$ cat config.mk
export PLATFORM = sky130hd
export DESIGN_NAME = mmio_uart_sequencer
export DESIGN_NICKNAME = d
export VERILOG_FILES = /design/src/rtl/mmio_uart_sequencer_pkg.sv /design/src/rtl/mmio_uart_sequencer.sv
export SDC_FILE = /design/constraint.sdc
export NUM_CORES = 1
export LEC_CHECK = 0
export CAP_MARGIN = 20
export CORE_MARGIN = 1.5
export CORE_UTILIZATION = 58
export CTS_CLUSTER_DIAMETER = 40
export DETAILED_ROUTE_END_ITERATION = 8
export PLACE_DENSITY = 0.84
export SLEW_MARGIN = 10
export SYNTH_ARGS = -nofsm -noshare
export SYNTH_HDL_FRONTEND = slang
export SYNTH_SLANG_ARGS = --single-unit
$ cat constraint.sdc
create_clock -name clk -period 5.7 [get_ports clk]
set_input_delay 1.14 -clock clk [delete_from_list [all_inputs] [get_ports clk]]
set_output_delay 1.14 -clock clk [all_outputs]
set_load 0.01 [all_outputs]
$ cat src/rtl/mmio_uart_sequencer_pkg.sv
// Shared definitions for the MMIO-to-UART access sequencer: register map,
// STATUS/CTRL bit positions and FSM state encoding.
package mmio_uart_sequencer_pkg;

  localparam logic [1:0] ADDR_DATA   = 2'd0;
  localparam logic [1:0] ADDR_STATUS = 2'd1;
  localparam logic [1:0] ADDR_CTRL   = 2'd2;
  localparam logic [1:0] ADDR_RSVD   = 2'd3;

  localparam int STATUS_RX_EMPTY = 0;
  localparam int STATUS_TX_FULL  = 1;
  localparam int STATUS_BLOCK_EN = 2;
  localparam int STATUS_ERR      = 3;

  localparam int CTRL_BLOCK_EN = 0;
  localparam int CTRL_ERR_CLR  = 1;

  typedef enum logic [1:0] {
    ST_IDLE = 2'd0,
    ST_WAIT = 2'd1,
    ST_ACK  = 2'd2
  } state_t;

  function automatic logic [7:0] status_byte(input logic err, input logic block_en,
                                             input logic tx_full, input logic rx_empty);
    logic [7:0] s;
    s = 8'h00;
    s[STATUS_ERR]      = err;
    s[STATUS_BLOCK_EN] = block_en;
    s[STATUS_TX_FULL]  = tx_full;
    s[STATUS_RX_EMPTY] = rx_empty;
    return s;
  endfunction

endpackage

$ cat src/rtl/mmio_uart_sequencer.sv
// Request/acknowledge sequencer between the CPU MMIO decode and the UART:
// one registered rd_uart/wr_uart strobe per access, optional blocking with timeout.
module mmio_uart_sequencer
  import mmio_uart_sequencer_pkg::*;
#(
  parameter int unsigned TIMEOUT_CYCLES = 5000000
) (
  input  logic       clk,
  input  logic       rst,
  input  logic       req,
  input  logic       we,
  input  logic [1:0] addr,
  input  logic [7:0] wdata,
  output logic [7:0] rdata,
  output logic       ack,
  output logic       busy,
  output logic       rd_uart,
  output logic       wr_uart,
  output logic [7:0] w_data,
  input  logic [7:0] r_data,
  input  logic       tx_full,
  input  logic       rx_empty
);

  localparam int CNT_W = (TIMEOUT_CYCLES > 0) ? $clog2(TIMEOUT_CYCLES + 1) : 1;
  localparam logic [CNT_W-1:0] CNT_LAST =
    CNT_W'((TIMEOUT_CYCLES > 0) ? (TIMEOUT_CYCLES - 1) : 0);

  state_t           state;
  logic             lat_we;
  logic [1:0]       lat_addr;
  logic [7:0]       lat_wdata;
  logic             block_en;
  logic             err;
  logic [CNT_W-1:0] counter;
  logic             ready;
  logic             timeout_hit;

  // Only DATA accesses depend on FIFO state; every other address completes at once.
  always_comb begin
    ready       = 1'b1;
    timeout_hit = 1'b0;
    if (lat_addr == ADDR_DATA) begin
      ready = lat_we ? !tx_full : !rx_empty;
    end else begin
      ready = 1'b1;
    end
    if (TIMEOUT_CYCLES != 0) begin
      timeout_hit = (counter == CNT_LAST);
    end else begin
      timeout_hit = 1'b0;
    end
  end

  // Access FSM with all outputs registered; strobes default low every cycle.
  always_ff @(posedge clk) begin
    if (rst) begin
      state     <= ST_IDLE;
      lat_we    <= 1'b0;
      lat_addr  <= ADDR_DATA;
      lat_wdata <= 8'h00;
      block_en  <= 1'b1;
      err       <= 1'b0;
      counter   <= '0;
      rdata     <= 8'h00;
      ack       <= 1'b0;
      busy      <= 1'b0;
      rd_uart   <= 1'b0;
      wr_uart   <= 1'b0;
      w_data    <= 8'h00;
    end else begin
      ack     <= 1'b0;
      rd_uart <= 1'b0;
      wr_uart <= 1'b0;
      case (state)
        ST_IDLE: begin
          if (req) begin
            lat_we    <= we;
            lat_addr  <= addr;
            lat_wdata <= wdata;
            counter   <= '0;
            busy      <= 1'b1;
            state     <= ST_WAIT;
          end else begin
            busy <= 1'b0;
          end
        end
        ST_WAIT: begin
          if (ready) begin
            state <= ST_ACK;
            case (lat_addr)
              ADDR_DATA: begin
                if (lat_we) begin
                  wr_uart <= 1'b1;
                  w_data  <= lat_wdata;
                end else begin
                  rd_uart <= 1'b1;
                  rdata   <= r_data;
                end
              end
              ADDR_STATUS: begin
                if (!lat_we) rdata <= status_byte(err, block_en, tx_full, rx_empty);
              end
              ADDR_CTRL: begin
                if (lat_we) begin
                  block_en <= lat_wdata[CTRL_BLOCK_EN];
                  if (lat_wdata[CTRL_ERR_CLR]) err <= 1'b0;
                end else begin
                  rdata <= {7'b0000000, block_en};
                end
              end
              default: begin
                if (!lat_we) rdata <= 8'h00;
              end
            endcase
          end else if (!block_en || timeout_hit) begin
            // Failed DATA access: flag it, skip the strobe, still acknowledge.
            err   <= 1'b1;
            state <= ST_ACK;
            if (!lat_we) rdata <= 8'h00;
          end else begin
            counter <= counter + CNT_W'(1);
          end
        end
        ST_ACK: begin
          ack   <= 1'b1;
          state <= ST_IDLE;
        end
        default: begin
          state <= ST_IDLE;
          busy  <= 1'b0;
        end
      endcase
    end
  end

endmodule

==> results_dict.tcl <==
set metrics [dict create \
    report.final.slew_viol_count 0 \
    max_cap_viol_count 0 \
    worstPathRequired_ns 5.92 \
    endpoint_kind "flip-flop" \
    cts_made_buffers 9 \
    place_area_um2 3327 \
    cts_num_sinks 58 \
    cts_buffer_depth 2 \
    ctsResizeCount 0 \
    antenna_found_initial 0 \
    holdPathEnd "lat_wdata[5]" \
    pin_count 44 \
    cts.clk_slew.worst_paths_ns 0.07 \
    drtPass1Iterations 5 \
    syn-num-nets 368 \
    whs_path_depth 2 \
    globalRouteOverflowTotal 0 \
    std_cell_rows 25 \
    synthTopCellsByCount "58 x dfxtp_1, 32 x nand2_1, 22 x nand3_1" \
    n_antenna_cell 0 \
    final_layout_size_suffix_gt1_share_pct 7.937 \
    start_util_pct 60.84 \
    cellLeakagePower_nw 1.128 \
    ys_types 53 \
    grt_pass1_wl_mm 12.01 \
    tns_ns 0 \
    core_area_um2 4755 \
    min-delay-start "lat_wdata[5]" \
    clk_latency_ns 0.34 \
    synth_top_area_share_pct 40.14 \
    grt_max_degree 31 \
    dr.first_iter.drc_count 335 \
    io_buffers 43 \
    status "finished clean" \
    period_share_pct 58.11 \
    rsz0062_at_grt "false" \
    hold_viol_final 0 \
    relSlewSlack_pct 36.65 \
    vias_per_cell 6.465 \
    grt_usage_pct 28.80 \
    die_w_um 73.62 \
    cp.arrival_ns 3.54 \
    setup_viol 0 \
    vias 2877 \
    tightest_slew_ns 0.9473 \
    root_buffer "clkbuf_8" \
    fin_area_um2 3567 \
    period_minus_slack_ns 3.312 \
    critical_path_class "in2reg" \
    hp-class "reg2reg" \
    synth_area_um2 2893 \
    worstPathMaxFanout 23 \
    gp_congestion 0.8546 \
    ys.warnings.count 0 \
    r2r-end "counter[5]" \
    r2r_cells 7 \
    synth-edff-count 0 \
    antenna_left 0 \
    avgSynthCellArea_um2 8.508 \
    hold_buffers 0 \
    nets 402 \
    area.growth.synth_to_final_pct 23.31 \
    h-tree-depth 3 \
    async_flop_share_pct 0 \
    dp_hpwl_mm 4.587 \
    max-vdd-ir-drop_mv 0.2380 \
    wl_mm 7.393 \
    critPathLaunchType "primary input" \
    clock-skew-final_ns 0.01320 \
    drc 0 \
    syn_inst 340 \
    synth.area.top_cells "dfxtp_1 40%, mux2i_1 4.2%, nand2_1 4.2%, nand3_1 3.8%, a31oi_1 3.7%" \
    synth_seq_area_share_pct 40.14 \
    dieArea_um2 5420 \
    max_freq_ghz 0.3019 \
    reg2reg_slack_ns 2.95 \
    synth_top_area_cell "dfxtp_1" \
    drt-wirelength-per-cell_um 16.61 \
    cts_setup_buffers 0 \
    reg2reg_from "state[1]" \
    yosysMostFrequentCell "dfxtp_1" \
    cts_tree "yes" \
    p_per_area_nw_per_um2 293.1 \
    grt_pass1_vias 2493 \
    synth_ff_type "dfxtp_1" \
    ys_ff_latch 58 \
    chipHeight_um 73.62 \
]
==> sequential cells by signal (all words and copies together) (netlist names) <==
signal / cells
lat_wdata: 8
state: 2
w_data: 8
rdata: 8
block_en: 1
lat_addr: 2
ack: 1
wr_uart: 1
counter: 23
err: 1
lat_we: 1
rd_uart: 1
busy: 1
==> kinds of logic (layout without fill, tap and decap cells) <==
family / Yosys count / count (layout) / share of synthesized area, %
muxes: 12 / 12 / 4.152
and+or+nand+nor: 144 / 144 / 28.63
buffers and inverters: 32 / 70 / 4.931
DFF: 58 / 58 / 40.14
AOI/OAI and AO/OA: 90 / 90 / 20.42
adders and majority gates: 4 / 4 / 1.730
==> through the flow <==
stage	power, W	cells	worst slack (ns)	utilization, %	hold WS [ns]
3_3_place_gp	0.0005782	430	2.187	69.97	0.4443
4_1_cts	0.001045	445	2.413	75.03	0.4583
2_1_floorplan	0.0005354	340	3.206	-	0.4360
5_1_grt	0.001080	445	2.190	75.03	0.4900
3_5_place_dp	0.0005809	430	2.094	69.97	0.4489
6_report	0.001046	445	2.388	75.03	0.4582
==> worst max path at each step <==
stage                  from         end  slack [ns]  cells after the start
floorplan           tx_full  counter[2]        3.21                      6
global placement        req  counter[6]        2.19                      6
detailed placement      req  counter[6]        2.09                      6
CTS                     req  counter[6]        2.41                      6
global route            req  counter[5]        2.19                      6
finish                  req  counter[6]        2.39                      6
==> critical path, cell delays in order <==
cell and delay (ns):
clkdlybuf4s50_1 0.51, nand2_1 0.29, o21ai_0 0.29, a31oi_2 0.44, or3_1 0.48, a2111oi_1 0.38
==> area by class of cell <==
cell class	count	area, um2
fill	356	1187
timing repair buffer	46	452.9
clock buffer	10	137.6
clock inverter	5	102.6
sequential	58	1161
inverter	9	33.78
multi-input combinational	250	1595
tap	67	83.83
==> report_power, final <==
part / switching [W] / leakage [nW] / internal [W]
Combinational: 0.0000900 / 0.540 / 0.0000542
Clock: 0.000169 / 0.118 / 0.000299
Sequential: 0.0000133 / 0.470 / 0.000420
Total: 0.000272 / 1.13 / 0.000773
==> layer usage <==
layer  part of all wire (%)  track usage, %
met1                     44           40.31
met2                     46           42.64
met3                    7.6           5.624
met4                    2.3           13.17
met5                      0               0
==> cells in the final DEF, fill, tap and decap left out, drive strengths merged, types with 11 or more instances in the layout <==
| cell type | synthesis | routed |
|---|---|---|
| a21oi | 19 | 19 |
| a31oi | 18 | 18 |
| clkdlybuf4s50 | 0 | 43 |
| dfxtp | 58 | 58 |
| mux2i | 12 | 12 |
| nand2 | 32 | 32 |
| nand3 | 22 | 22 |
| nor2 | 18 | 18 |
| nor3 | 11 | 11 |
| o21ai | 22 | 22 |
Note: power is estimated with default switching activity, not from simulation.
